## config.mk

```make
export PLATFORM = sky130hd
export DESIGN_NAME = alu_cmd_issuer_flat
export DESIGN_NICKNAME = d
export VERILOG_FILES = /design/src/rtl/alu_pkg.sv /design/src/rtl/alu_cmd_issuer_if.sv /design/src/rtl/alu_rsp_fifo.sv /design/src/rtl/alu_cmd_issuer.sv /design/src/flat_wrapper.sv
export SDC_FILE = /design/constraint.sdc
export NUM_CORES = 1
export LEC_CHECK = 0
export BUFFER_PORTS_ARGS = -buffer_cell sky130_fd_sc_hd__buf_2
export CORE_UTILIZATION = 35
export CTS_BUF_LIST = sky130_fd_sc_hd__clkbuf_4 sky130_fd_sc_hd__clkbuf_8 sky130_fd_sc_hd__clkbuf_16
export DETAILED_ROUTE_END_ITERATION = 10
export HOLD_SLACK_MARGIN = 0.1
export PLACE_DENSITY = 0.62
export SLEW_MARGIN = 25
export SYNTH_ARGS = -nofsm -noshare
export SYNTH_HDL_FRONTEND = slang
export SYNTH_SLANG_ARGS = --single-unit
```

## constraint.sdc

```tcl
create_clock -name clk -period 2.35 [get_ports clk]
set_input_delay 0.235 -clock clk [delete_from_list [all_inputs] [get_ports clk]]
set_output_delay 0.235 -clock clk [all_outputs]
set_load 0.03 [all_outputs]
```

## src/rtl/alu_pkg.sv

```systemverilog
// Shared opcodes, flag bit positions and FSM encoding for the ALU
// command issuer and anything that talks to the attached ALU.
package alu_pkg;

  localparam logic [2:0] OP_ADD = 3'b000;
  localparam logic [2:0] OP_SUB = 3'b001;
  localparam logic [2:0] OP_MAX = 3'b010;
  localparam logic [2:0] OP_LE  = 3'b011;
  localparam logic [2:0] OP_AVG = 3'b100;
  localparam logic [2:0] OP_SQR = 3'b101;
  localparam logic [2:0] OP_ABS = 3'b110;
  localparam logic [2:0] OP_SHR = 3'b111;

  localparam int FLG_SIGN   = 0;
  localparam int FLG_OVF    = 1;
  localparam int FLG_STATUS = 2;

  typedef enum logic {
    IDLE  = 1'b0,
    DRIVE = 1'b1
  } state_t;

  function automatic logic [7:0] sat_inc(input logic [7:0] c);
    return (c == 8'hFF) ? c : c + 8'd1;
  endfunction

endpackage

```

## src/rtl/alu_cmd_issuer_if.sv

```systemverilog
// Command, ALU and response signal bundle of the ALU command issuer.
// slave: issuer side; master: command source / ALU / consumer side.
interface alu_cmd_issuer_if #(
  parameter int N = 5
);

  logic         cmd_valid;
  logic         cmd_ready;
  logic [2:0]   cmd_op;
  logic [N-1:0] cmd_a;
  logic [N-1:0] cmd_b;

  logic [N-1:0] alu_a;
  logic [N-1:0] alu_b;
  logic [2:0]   alu_op;
  logic [N-1:0] alu_result;
  logic         alu_sign;
  logic         alu_overflow;
  logic         alu_status;

  logic         rsp_valid;
  logic         rsp_ready;
  logic [N-1:0] rsp_result;
  logic [2:0]   rsp_flags;
  logic [2:0]   rsp_op;

  modport slave (
    input  cmd_valid, cmd_op, cmd_a, cmd_b,
    input  alu_result, alu_sign, alu_overflow, alu_status,
    input  rsp_ready,
    output cmd_ready,
    output alu_a, alu_b, alu_op,
    output rsp_valid, rsp_result, rsp_flags, rsp_op
  );

  modport master (
    output cmd_valid, cmd_op, cmd_a, cmd_b,
    output alu_result, alu_sign, alu_overflow, alu_status,
    output rsp_ready,
    input  cmd_ready,
    input  alu_a, alu_b, alu_op,
    input  rsp_valid, rsp_result, rsp_flags, rsp_op
  );

endinterface

```

## src/rtl/alu_rsp_fifo.sv

```systemverilog
// In-order response FIFO; head is read combinationally from storage.
// Storage is not reset: head is meaningless while empty.
module alu_rsp_fifo #(
  parameter int W     = 11,
  parameter int DEPTH = 4
) (
  input  logic         clk,
  input  logic         rst,
  input  logic         push,
  input  logic         pop,
  input  logic [W-1:0] din,
  output logic [W-1:0] head,
  output logic         full,
  output logic         empty
);

  localparam int AW = $clog2(DEPTH);
  localparam logic [AW:0] FULL_CNT = (AW + 1)'(DEPTH);

  logic [W-1:0]  mem [DEPTH];
  logic [AW-1:0] wr_q;
  logic [AW-1:0] rd_q;
  logic [AW:0]   cnt_q;

  always_ff @(posedge clk or posedge rst) begin
    if (rst) begin
      wr_q  <= '0;
      rd_q  <= '0;
      cnt_q <= '0;
    end else begin
      if (push) wr_q <= wr_q + 1'b1;
      if (pop)  rd_q <= rd_q + 1'b1;
      unique case ({push, pop})
        2'b10:   cnt_q <= cnt_q + 1'b1;
        2'b01:   cnt_q <= cnt_q - 1'b1;
        default: cnt_q <= cnt_q;
      endcase
    end
  end

  always_ff @(posedge clk) begin
    if (push) mem[wr_q] <= din;
  end

  assign head  = mem[rd_q];
  assign full  = (cnt_q == FULL_CNT);
  assign empty = (cnt_q == '0);

endmodule

```

## src/rtl/alu_cmd_issuer.sv

```systemverilog
// Registers one command onto the ALU, captures its outputs a cycle
// later and returns them in order through a buffered response channel.
module alu_cmd_issuer
  import alu_pkg::*;
#(
  parameter int N     = 5,
  parameter int DEPTH = 4
) (
  input  logic                   clk,
  input  logic                   rst,
  alu_cmd_issuer_if.slave        bus,
  output logic                   busy,
  output logic [7:0]             ovf_count
);

  localparam int W = N + 6;

  state_t       state_q;
  state_t       state_d;
  logic [N-1:0] a_q;
  logic [N-1:0] b_q;
  logic [2:0]   op_q;
  logic [7:0]   ovf_q;

  logic         ready;
  logic         load;
  logic         push;
  logic         pop;
  logic         full;
  logic         empty;
  logic [2:0]   flags;
  logic [W-1:0] head;

  always_ff @(posedge clk or posedge rst) begin
    if (rst) state_q <= IDLE;
    else     state_q <= state_d;
  end

  always_comb begin
    state_d = state_q;
    ready   = 1'b0;
    load    = 1'b0;
    push    = 1'b0;
    unique case (state_q)
      IDLE: begin
        ready = !full;
        if (bus.cmd_valid && !full) begin
          load    = 1'b1;
          state_d = DRIVE;
        end
      end
      DRIVE: begin
        push    = 1'b1;
        state_d = IDLE;
      end
    endcase
  end

  // Operands hold their last value between commands.
  always_ff @(posedge clk or posedge rst) begin
    if (rst) begin
      a_q  <= '0;
      b_q  <= '0;
      op_q <= '0;
    end else if (load) begin
      a_q  <= bus.cmd_a;
      b_q  <= bus.cmd_b;
      op_q <= bus.cmd_op;
    end
  end

  always_ff @(posedge clk or posedge rst) begin
    if (rst)                          ovf_q <= '0;
    else if (push && bus.alu_overflow) ovf_q <= sat_inc(ovf_q);
  end

  always_comb begin
    flags             = '0;
    flags[FLG_SIGN]   = bus.alu_sign;
    flags[FLG_OVF]    = bus.alu_overflow;
    flags[FLG_STATUS] = bus.alu_status;
  end

  alu_rsp_fifo #(
    .W     (W),
    .DEPTH (DEPTH)
  ) u_fifo (
    .clk   (clk),
    .rst   (rst),
    .push  (push),
    .pop   (pop),
    .din   ({op_q, flags, bus.alu_result}),
    .head  (head),
    .full  (full),
    .empty (empty)
  );

  assign pop            = !empty && bus.rsp_ready;
  assign bus.cmd_ready  = ready;
  assign bus.alu_a      = a_q;
  assign bus.alu_b      = b_q;
  assign bus.alu_op     = op_q;
  assign bus.rsp_valid  = !empty;
  assign bus.rsp_result = head[N-1:0];
  assign bus.rsp_flags  = head[N+2:N];
  assign bus.rsp_op     = head[N+5:N+3];
  assign busy           = (state_q != IDLE) || !empty;
  assign ovf_count      = ovf_q;

endmodule

```

## src/flat_wrapper.sv

```systemverilog
// flat-port wrapper written by rule: the top's interface ports become plain ports
module alu_cmd_issuer_flat import alu_pkg::*;
#(
  parameter int N     = 5,
  parameter int DEPTH = 4
)
  (clk, rst, busy, ovf_count, bus_cmd_valid, bus_cmd_op, bus_cmd_a, bus_cmd_b, bus_alu_result, bus_alu_sign, bus_alu_overflow, bus_alu_status, bus_rsp_ready, bus_cmd_ready, bus_alu_a, bus_alu_b, bus_alu_op, bus_rsp_valid, bus_rsp_result, bus_rsp_flags, bus_rsp_op);
  alu_cmd_issuer_if #(.N(N)) bus_i ();
  input  logic clk;
  input  logic rst;
  output logic busy;
  output logic [7:0] ovf_count;
  input wire logic [$bits(bus_i.cmd_valid)-1:0] bus_cmd_valid;
  input wire logic [$bits(bus_i.cmd_op)-1:0] bus_cmd_op;
  input wire logic [$bits(bus_i.cmd_a)-1:0] bus_cmd_a;
  input wire logic [$bits(bus_i.cmd_b)-1:0] bus_cmd_b;
  input wire logic [$bits(bus_i.alu_result)-1:0] bus_alu_result;
  input wire logic [$bits(bus_i.alu_sign)-1:0] bus_alu_sign;
  input wire logic [$bits(bus_i.alu_overflow)-1:0] bus_alu_overflow;
  input wire logic [$bits(bus_i.alu_status)-1:0] bus_alu_status;
  input wire logic [$bits(bus_i.rsp_ready)-1:0] bus_rsp_ready;
  output wire logic [$bits(bus_i.cmd_ready)-1:0] bus_cmd_ready;
  output wire logic [$bits(bus_i.alu_a)-1:0] bus_alu_a;
  output wire logic [$bits(bus_i.alu_b)-1:0] bus_alu_b;
  output wire logic [$bits(bus_i.alu_op)-1:0] bus_alu_op;
  output wire logic [$bits(bus_i.rsp_valid)-1:0] bus_rsp_valid;
  output wire logic [$bits(bus_i.rsp_result)-1:0] bus_rsp_result;
  output wire logic [$bits(bus_i.rsp_flags)-1:0] bus_rsp_flags;
  output wire logic [$bits(bus_i.rsp_op)-1:0] bus_rsp_op;
  assign bus_i.cmd_valid = bus_cmd_valid;
  assign bus_i.cmd_op = bus_cmd_op;
  assign bus_i.cmd_a = bus_cmd_a;
  assign bus_i.cmd_b = bus_cmd_b;
  assign bus_i.alu_result = bus_alu_result;
  assign bus_i.alu_sign = bus_alu_sign;
  assign bus_i.alu_overflow = bus_alu_overflow;
  assign bus_i.alu_status = bus_alu_status;
  assign bus_i.rsp_ready = bus_rsp_ready;
  assign bus_cmd_ready = bus_i.cmd_ready;
  assign bus_alu_a = bus_i.alu_a;
  assign bus_alu_b = bus_i.alu_b;
  assign bus_alu_op = bus_i.alu_op;
  assign bus_rsp_valid = bus_i.rsp_valid;
  assign bus_rsp_result = bus_i.rsp_result;
  assign bus_rsp_flags = bus_i.rsp_flags;
  assign bus_rsp_op = bus_i.rsp_op;
  alu_cmd_issuer #(.N(N), .DEPTH(DEPTH)) u_core (.clk(clk), .rst(rst), .bus(bus_i), .busy(busy), .ovf_count(ovf_count));
endmodule
```

==> flow_summary.ini <==
[die]
dieWidth_um = 94.32
io-pin-count = 60
design.core.area_um2 = 8217
die_h_um = 94.32
placementRows = 33
dieArea_um2 = 8895
initial_core_util_pct = 36.30

[drt]
routed_wire_length_per_instance_um = 14.72
remaining_drc_errors = 0
drt-vias-per-instance = 4.602
totalWireLength_um = 5283
detail_route.iter0.violations = 45
dr.pass1.iters = 4
num_vias = 1652
route.antenna.remaining_nets = 0

[yosys]
post_synth_instance_area_um2 = 2983
synth_top_area_share_pct = 44.30
synth_top_cell_by_area = sky130_fd_sc_hd__edfxtp_1
number_of_storage_elements_in_the_synthesis_netlist = 73
number_of_enable_type_register_cells_in_the_synthesized_netlist = 44
synth_cell_types = 30
synth_top_cells_by_area = sky130_fd_sc_hd__edfxtp_1 44%, sky130_fd_sc_hd__dfrtp_1 24%, sky130_fd_sc_hd__mux4_2 8.3%, sky130_fd_sc_hd__mux2_4 4.5%, sky130_fd_sc_hd__mux2_2 3.8%
yosysSeqAreaShare_pct = 68.62
mappedNetlistNets = 197
ys.flop_type = sky130_fd_sc_hd__edfxtp_1
synth-warning-count = 0
synthArstFlopShare_pct = 39.73
cell_count_after_synthesis = 165
postSynthAreaPerCell_um2 = 18.08

[timing]
timing.clock.skew_ns = 0.007955
setup_viol = 0
fmaxAchievable_ghz = 0.4965
slew_headroom_pct = 59.74
period_minus_slack_ns = 2.014
transition_at_the_pin_with_the_smallest_max_transition_slack_ns = 0.6040
post-route-worst-setup-slack_ns = 0.3359
final.hold.worst_slack_ns = 0.1179
timing.final.hold_violations = 0
final_min_period_over_clock_period_pct = 85.71
grt_setup_unrepaired = no
finalSetupTns_ns = 0
slew_violations = 0

[final_layout]
layout.filler_cells = 721
areaGrowthSynthToFinish_pct = 26.26
final_cell_mix = 59 x sky130_fd_sc_hd__buf_2, 44 x sky130_fd_sc_hd__edfxtp_1, 29 x sky130_fd_sc_hd__dfrtp_1, 15 x sky130_fd_sc_hd__dlygate4sd3_1, 11 x sky130_fd_sc_hd__mux4_2
final_net_count = 281
final_core_utilization_pct = 45.84
finish.cell_count_without_fillers = 359
finalInstanceArea_um2 = 3766
antennaDiodeCount = 0
final_layout_size_suffix_gt1_share_pct = 44.09
mostFrequentLayoutCell = sky130_fd_sc_hd__buf_2

[power]
report.power.total_mw = 5.020
p_leak_nw = 1.529
worst_ir_drop_vdd_v = 0.0007122
power-per-cell-area_nw_per_um2 = 1333

[setup_path]
worstRegToRegCells = 7
sort_of_element_at_the_start_of_the_critical_path = flop
timing.critical_path.from = u_core.u_fifo.rd_q[0]
end_kind = output port
worst-endpoint-required_ns = 2.12
worstSetupPathType = reg2out
rr_startpoint = u_core.state_q
endpoint = bus_rsp_op[1]
worst-r2r-setup-slack_ns = 0.54
critical_path.max_fanout = 9
cp.arrival_ns = 1.78
rr_endpoint = u_core.u_fifo.cnt_q[2]

[clock_network]
clkSlewWorstSetupHoldPaths_ns = 0.08
cts_inserted_buffers = 9
clockRootBuffer = sky130_fd_sc_hd__clkbuf_8
clock_sink_count = 73
clock_tree.buffer_depth = 2
postCtsSetupRepairBufs = 0
tritoncts = done
cts_resized = 0
worst_skew_pair.late_latency_ns = 0.35
htree_levels = 3

[placed_design]
pre_cts_slack_ns = 0.5503
detailed_place_hpwl_um = 3489
port-buffer-count = 59
place.gp.congestion = 0.7299
area_after_dpl_um2 = 3410
placedCellCount = 328

[global_routing]
grt_max_degree = 30
grt_antenna_before_repair = 0
number_of_global_route_vias_before_repair = 1756
grt_first_pass_wirelength_um = 8397
grt_use_total_pct = 13.26
grt_overflow = 0

[hold_path]
holdCritPathClass = in2reg

[flow_run]
maxCapViolCount = 0

[outcome]
result_of_the_run = finished, final reports clean
-- cells in the mapped netlist (3+ instances only) --
master / n
sky130_fd_sc_hd__edfxtp_1: 44
sky130_fd_sc_hd__dfrtp_1: 29
sky130_fd_sc_hd__mux4_2: 11
sky130_fd_sc_hd__mux2_2: 10
sky130_fd_sc_hd__mux2_4: 9
sky130_fd_sc_hd__inv_1: 8
sky130_fd_sc_hd__ha_1: 6
sky130_fd_sc_hd__and2_1: 5
sky130_fd_sc_hd__nand2_1: 5
sky130_fd_sc_hd__nand3_1: 4
sky130_fd_sc_hd__o21ai_0: 4
sky130_fd_sc_hd__xnor2_1: 4
sky130_fd_sc_hd__xor2_1: 4
sky130_fd_sc_hd__nor2_1: 3
-- critical path, stage by stage (launching register included) --
cell and delay [ns]:
sky130_fd_sc_hd__dfrtp_1 0.53, sky130_fd_sc_hd__buf_12 0.19, sky130_fd_sc_hd__mux4_2 0.51, sky130_fd_sc_hd__buf_2 0.19
-- kinds of logic (layout without fill, tap and decap cells) --
logic type               Yosys count  count (layout)  share of synthesized area (%)
XOR/XNOR                           8               8                          2.349
adder cells (fa/ha/maj)            7               7                          3.188
flip-flops                        73              73                          68.62
AND/OR/NAND/NOR                   26              26                          4.614
buffers and inverters             12             101                          2.181
AO/OA/AOI/OAI                      8               8                          2.097
multiplexers                      31              31                          16.95
-- layer usage --
metal / part of all wire [%] / global-route usage (%)
met5: 0 / 0
met4: 1.3 / 4.231
met3: 8.1 / 7.282
met2: 50 / 21.86
met1: 41 / 14.55
-- worst min-delay path by stage --
stage                  startpoint              endpoint  cells after the start
floorplan                     rst   u_core.bus.alu_a[0]                      1
global placement              rst   u_core.bus.alu_a[1]                      3
detailed placement            rst   u_core.bus.alu_a[1]                      3
CTS                  bus_cmd_b[3]   u_core.bus.alu_b[3]                      2
global route         bus_cmd_b[1]   u_core.bus.alu_b[1]                      2
finish              bus_cmd_op[0]  u_core.bus.alu_op[0]                      2
-- state kept, by name, indices dropped and copies added (netlist names) --
name,cells
u_core.bus.alu_op,3
u_core.u_fifo.wr_q,2
u_core.bus.alu_a,5
u_core.u_fifo.cnt_q,3
u_core.u_fifo.rd_q,2
u_core.state_q,1
u_core.bus.alu_b,5
u_core.ovf_count,8
u_core.u_fifo.mem,44
-- area by class of cell --
type | count | area [µm²] | share of cell area (%)
flip-flops and latches | 73 | 2047 | 54.35
multi-input cells | 80 | 870.8 | 23.12
repair buffers | 77 | 480.5 | 12.76
well taps | 105 | 131.4 | 3.488
clock buffers | 9 | 123.9 | 3.289
clock inverters | 7 | 82.58 | 2.193
inverters | 8 | 30.03 | 0.7973
-- power by group --
group	switching (mW)	internal, mW	leakage (nW)	total (mW)
Clock	0.499	0.508	0.0988	1.01
Sequential	0.321	1.76	0.751	2.08
Combinational	1.13	0.800	0.679	1.93
Total	1.95	3.07	1.53	5.02
-- what timing repair did --
| action | in CTS | in global routing |
|---|---|---|
| setup endpoints to repair | 0 | 0 |
| hold endpoints to repair | 61 | 1 |
| hold buffers | 14 | 1 |
Power figures use the tool's default switching activity.
